File: src/rtl/lsu_pkg.sv
// Shared types and helpers for the memory-stage load/store unit.
package lsu_pkg;

    typedef enum logic [1:0] {
        IDLE = 2'd0,
        REQ  = 2'd1,
        RESP = 2'd2,
        DONE = 2'd3
    } lsu_state_e;

    localparam logic [2:0] F3_B  = 3'b000;
    localparam logic [2:0] F3_H  = 3'b001;
    localparam logic [2:0] F3_W  = 3'b010;
    localparam logic [2:0] F3_BU = 3'b100;
    localparam logic [2:0] F3_HU = 3'b101;

    // Size is carried by funct3[1:0]; any encoding other than b/h behaves as a word.
    function automatic logic [3:0] wstrb_for(input logic [2:0] funct3, input logic [1:0] off);
        logic [3:0] strb;
        case (funct3[1:0])
            F3_B[1:0]: strb = 4'b0001 << off;
            F3_H[1:0]: strb = off[1] ? 4'b1100 : 4'b0011;
            default:   strb = 4'b1111;
        endcase
        return strb;
    endfunction

endpackage

File: src/rtl/load_extend.sv
// Combinational lane select and sign/zero extension of a raw load word.
module load_extend #(
    parameter int DATA_WIDTH = 32
) (
    input  logic [DATA_WIDTH-1:0] rdata,
    input  logic [2:0]            funct3,
    input  logic [1:0]            off,
    output logic [DATA_WIDTH-1:0] result
);
    import lsu_pkg::*;

    logic [7:0]  byte_sel;
    logic [15:0] half_sel;

    always_comb begin
        byte_sel = rdata[{off, 3'b000} +: 8];
        half_sel = off[1] ? rdata[31:16] : rdata[15:0];
        // funct3[2] selects zero extension for the unsigned variants.
        case (funct3[1:0])
            F3_B[1:0]: result = funct3[2] ? {{(DATA_WIDTH-8){1'b0}}, byte_sel}
                                          : {{(DATA_WIDTH-8){byte_sel[7]}}, byte_sel};
            F3_H[1:0]: result = funct3[2] ? {{(DATA_WIDTH-16){1'b0}}, half_sel}
                                          : {{(DATA_WIDTH-16){half_sel[15]}}, half_sel};
            default:   result = rdata;
        endcase
    end

endmodule

File: src/rtl/memory_stage_lsu.sv
// Memory-stage LSU: drives a req/gnt/rvalid data bus and stalls the pipeline until done.
// Optional feature macro: LSU_MISALIGN_TRAP_EN (misaligned accesses skip the bus and flag misalignedm).
module memory_stage_lsu #(
    parameter int DATA_WIDTH    = 32,
    parameter int ADDRESS_WIDTH = 32
) (
    input  logic                     clk,
    input  logic                     rst,
    input  logic                     memreadm,
    input  logic                     memwritem,
    input  logic [2:0]               funct3m,
    input  logic [ADDRESS_WIDTH-1:0] aluresultm,
    input  logic [DATA_WIDTH-1:0]    writedatam,
    output logic [DATA_WIDTH-1:0]    readdatam,
    output logic                     stallm,
    output logic                     misalignedm,
    output logic                     mem_req,
    output logic                     mem_we,
    output logic [ADDRESS_WIDTH-1:0] mem_addr,
    output logic [DATA_WIDTH-1:0]    mem_wdata,
    output logic [3:0]               mem_wstrb,
    input  logic                     mem_gnt,
    input  logic                     mem_rvalid,
    input  logic [DATA_WIDTH-1:0]    mem_rdata
);
    import lsu_pkg::*;

    lsu_state_e            state, state_next;
    logic [DATA_WIDTH-1:0] data_q;
    logic [DATA_WIDTH-1:0] ext_data;
    logic                  mis_q;
    logic                  acc;
    logic                  mis;
    logic                  capture;
    logic [1:0]            off;

    assign acc = memreadm | memwritem;
    assign off = aluresultm[1:0];

`ifdef LSU_MISALIGN_TRAP_EN
    assign mis = acc & ((funct3m[1] & (off != 2'b00)) |
                        ((funct3m[1:0] == F3_H[1:0]) & off[0]));
`else
    assign mis = 1'b0;
`endif

    load_extend #(.DATA_WIDTH(DATA_WIDTH)) u_load_extend (
        .rdata  (mem_rdata),
        .funct3 (funct3m),
        .off    (off),
        .result (ext_data)
    );

    always_comb begin
        state_next = state;
        mem_req    = 1'b0;
        stallm     = 1'b0;
        capture    = 1'b0;
        case (state)
            IDLE: begin
                if (acc) begin
                    stallm = 1'b1;
                    if (mis) begin
                        state_next = DONE;
                    end else begin
                        mem_req = 1'b1;
                        if (mem_gnt) state_next = memwritem ? DONE : RESP;
                        else         state_next = REQ;
                    end
                end
            end
            REQ: begin
                mem_req = 1'b1;
                stallm  = 1'b1;
                if (mem_gnt) state_next = memwritem ? DONE : RESP;
            end
            RESP: begin
                stallm = 1'b1;
                if (mem_rvalid) begin
                    capture    = 1'b1;
                    state_next = DONE;
                end
            end
            DONE: state_next = IDLE;
            default: state_next = IDLE;
        endcase
    end

    always_ff @(posedge clk) begin
        if (rst) begin
            state  <= IDLE;
            data_q <= '0;
            mis_q  <= 1'b0;
        end else begin
            state <= state_next;
            if (state == IDLE) mis_q <= mis;
            // A trapped access reports zero instead of stale load data.
            if (capture)                    data_q <= ext_data;
            else if (state == IDLE && mis)  data_q <= '0;
        end
    end

    assign readdatam   = data_q;
    assign misalignedm = (state == DONE) & mis_q;
    assign mem_we      = mem_req & memwritem;
    assign mem_addr    = {aluresultm[ADDRESS_WIDTH-1:2], 2'b00};
    assign mem_wstrb   = (mem_req & memwritem) ? wstrb_for(funct3m, off) : 4'b0000;

    always_comb begin
        case (funct3m[1:0])
            F3_B[1:0]: mem_wdata = {4{writedatam[7:0]}};
            F3_H[1:0]: mem_wdata = {2{writedatam[15:0]}};
            default:   mem_wdata = writedatam;
        endcase
    end

endmodule

File: config.mk
export PLATFORM = sky130hd
export DESIGN_NAME = memory_stage_lsu
export DESIGN_NICKNAME = d
export VERILOG_FILES = /design/src/rtl/lsu_pkg.sv /design/src/rtl/load_extend.sv /design/src/rtl/memory_stage_lsu.sv
export SDC_FILE = /design/constraint.sdc
export NUM_CORES = 1
export LEC_CHECK = 0
export CORE_ASPECT_RATIO = 0.75
export CORE_MARGIN = 2
export CORE_UTILIZATION = 35
export DETAILED_ROUTE_END_ITERATION = 10
export PLACE_DENSITY = 0.83
export SYNTH_ARGS = -nofsm -noshare
export SYNTH_HDL_FRONTEND = slang
export SYNTH_HIERARCHICAL = 1
export SYNTH_SLANG_ARGS = --single-unit
File: constraint.sdc
create_clock -name clk -period 2.6 [get_ports clk]
set_input_delay 0.78 -clock clk [delete_from_list [all_inputs] [get_ports clk]]
set_output_delay 0.78 -clock clk [all_outputs]
set_load 0.005 [all_outputs]
==> impl_metrics.csv <==
group,metric,value,unit
place,placed_cell_area,4080,sq um
timing,worst_slew_pin_slew,618,ps
timing,slew_headroom,58.7,%
worst_setup_path,worstSetupStartpoint,"memwritem",
yosys,synth_xor_area_share,0,%
yosys,synth.distinct_cells,43,
place,finalWeightedCongestion,0.890,
clock_network,cts_root_buf,"clkbuf_8",
worst_setup_path,startpoint_type,"input pin",
power,p_int,1.42,mW
worst_setup_path,worstPathArrival,1780,ps
worst_setup_path,cp.required,1820,ps
floorplan,num_rows,28,
timing,fin_ws,42.0,ps
place,port-buffer-count,145,
floorplan,chipWidth,107,microns
clock_network,cts_tree,"built",
yosys,synth_most_common_cell,"nand2_1",
place,place_hpwl,7210,microns
clock_network,clock_sinks,34,
clock_network,clk_pin_slew,70,ps
clock_network,cts.path.max_buffers,2,
routing,wl_per_cell,15.4,microns
worst_setup_path,worstSetupEndpointType,"output pin",
final_layout,drive_above_1_share,13.7,%
floorplan,die-height,81.1,microns
final_layout,n_antenna_cell,0,
power,combPwrFrac,47.8,%
global_routing,grt_usage,21.3,%
hold_path,min_path_type,"flop to flop",
hold_path,min_from,"readdatam[19]$_SDFFE_PP0P_",
global_routing,antenna_found_initial,0,
floorplan,die_area,8650,sq um
worst_setup_path,cp_cell_sequence,"dlygate4sd2_1 > o21ai_4 > inv_1 > clkdlybuf4s50_1",
power,ir_drop,0.178,mV
yosys,netlist.area_leader.share,24.6,%
yosys,synth_common_cells,"129 x nand2_1, 45 x buf_4, 41 x a21oi_1",
clock_network,htree_levels,2,
yosys,synth_area,2770,sq um
routing,routed_via_density,5.12,
global_routing,grt_max_degree,39,
yosys,synth_area_leader_cell,"dfxtp_1",
clock_network,holdBufCountCts,0,
place,place_ws,-575,ps
global_routing,grt_first_pass_wirelength,14500,microns
yosys,synth.area.top_cells,"dfxtp_1 25%, nand2_1 17%, buf_4 12%",
yosys,synth-seq-cells,34,
timing,min_period_over_period,98.4,%
final_layout,area_growth,54.8,%
worst_setup_path,max_stage_delay,490,ps
worst_setup_path,rrSetupSlack,1010,ps
final_layout,nFillCells,750,
place,dp_cells,594,
yosys,synth.area.mux_share,11.0,%
timing,tns,0,ps
yosys,synth_warnings,6,
power,p_sw_share,32.8,%
clock_network,worstSkewPairLatency,290,ps
routing,ant_nets,0,
run_status,status,"finished clean",
power,switchingPower,0.693,mW
timing,min_period,2560,ps
worst_setup_path,crit_path_top_delay_cell,"clkdlybuf4s50_1",
timing,setup_violations,0,
yosys,synth-compound-area-share,19.5,%
floorplan,start_util,35.6,%
routing,drt_iter0_markers,177,
power,clockPowerShare,22.6,%
timing,fmax,391,MHz
global_routing,grt_pass1_vias,2962,
yosys,synth-simple-area-share,25.3,%
yosys,synth_top_family_by_area,"simple AND/OR/NAND/NOR gates",
power,seq_power_share,29.6,%
yosys,ys_async_sr_fraction,0,%
power,p_leak,1.84,nW
yosys,synth_flop_cell,"dfxtp_1",
power,powerDensity,493,nW/um^2
routing,finalWirelength,9390,microns
timing,whs,458,ps
floorplan,core,7780,sq um
global_routing,grt.overflow.total,0,
worst_setup_path,critPathKind,"input pin to output pin",
flow_run,maxCapViolCount,0,
final_layout,fin_area,4290,sq um
yosys,yosysSeqAreaShare,24.6,%
timing,hold_viol,0,
final_layout,fin_cells,608,
worst_setup_path,r2r-start,"state[1]$_SDFFE_PP0P_",
final_layout,num-nets-final,612,
routing,vias,3110,
final_layout,final_util,55.1,%
yosys,syn_inst,389,
floorplan,ios,209,
yosys,synth.avg_cell_area,7.12,sq um
timing,slew_violations,0,
timing,fin_skew,4.69,ps
power,p_total,2.11,mW
routing,drtPass1Iterations,4,
yosys,synthAdderAreaFrac,2.26,%
yosys,synth_edf_count,0,
worst_setup_path,cp_max_fo,5,
clock_network,numCtsBuffers,5,
routing,drc,0,
## flip-flops by register name (all words and copies together), names as in the netlist
register   flops
state          2
readdatam     32
## cell type report
type                       instances  area [sq um]  share of cell area, %
clock buffer                       7          76.3                   1.78
clock inverter                     1          30.0                  0.700
inverter                           8          30.0                  0.700
multi-input combinational        283          1670                   38.8
sequential                        34           681                   15.9
tap                              105           131                   3.06
timing repair buffer             170          1680                   39.1
## critical path: cells and delay by family
family,cells,cell delay [ps]
buffers and inverters,3,870
AOI/OAI and AO/OA,1,120
## power groups by stage
| stage | registers (mW) | logic (mW) | clock network, mW |
|---|---|---|---|
| 2_1_floorplan | 0.638 | 0.541 | 0 |
| 3_3_place_gp | 0.635 | 0.974 | 0 |
| 3_5_place_dp | 0.638 | 1.00 | 0 |
| 4_1_cts | 0.626 | 0.980 | 0.482 |
| 5_1_grt | 0.632 | 1.11 | 0.503 |
| 6_report | 0.626 | 1.01 | 0.478 |
## metal layers
layer / track usage (%) / wire length [microns]
met2: 39.7 / 4710
met1: 23.4 / 3520
met3: 6.42 / 964
met5: 0 / 0
met4: 6.49 / 196
## repair_timing
| action | CTS | global route |
|---|---|---|
| gates resized for setup | 63 | 15 |
| pin swaps | 1 | 4 |
| setup endpoints to repair | 38 | 10 |
| cloned | 2 | 0 |
| setup buffers | 3 | 1 |
## cell families after synthesis
kind of cell / Yosys count
buffers and inverters: 74
adder cells (fa/ha/maj): 5
other: 1
multiplexers: 28
AND/OR/NAND/NOR: 161
flip-flops: 34
AO/OA/AOI/OAI: 86
## placed cells by master (no fill, tap or decap), types with 2 or more instances in the layout
cell type / instances
nand2_1: 129
clkdlybuf4s50_1: 99
a21oi_1: 39
dlygate4sd2_1: 34
dfxtp_1: 34
buf_4: 21
mux2_2: 13
mux2i_1: 11
o21ai_1: 11
inv_1: 8
a221o_1: 8
nand2b_1: 7
nor2_1: 7
clkdlybuf4s15_1: 6
nor2b_1: 6
clkbuf_8: 5
a22oi_1: 5
mux2_4: 4
ha_1: 4
o21ai_0: 3
conb_1: 3
buf_12: 3
a21o_1: 3
a2bb2oi_1: 3
o22a_1: 3
a21oi_2: 2
clkbuf_1: 2
bufbuf_16: 2
clkdlybuf4s15_2: 2
clkbuf_2: 2
## path summary, 6_finish.rpt
kind / endpoint / cells past startpoint
max: mem_we / 4
min: readdatam[19]$_SDFFE_PP0P_ / 2
max reg2reg: state[0]$_SDFFE_PP0P_ / 5
min reg2reg: readdatam[19]$_SDFFE_PP0P_ / 2
Power figures use the tool's default switching activity.
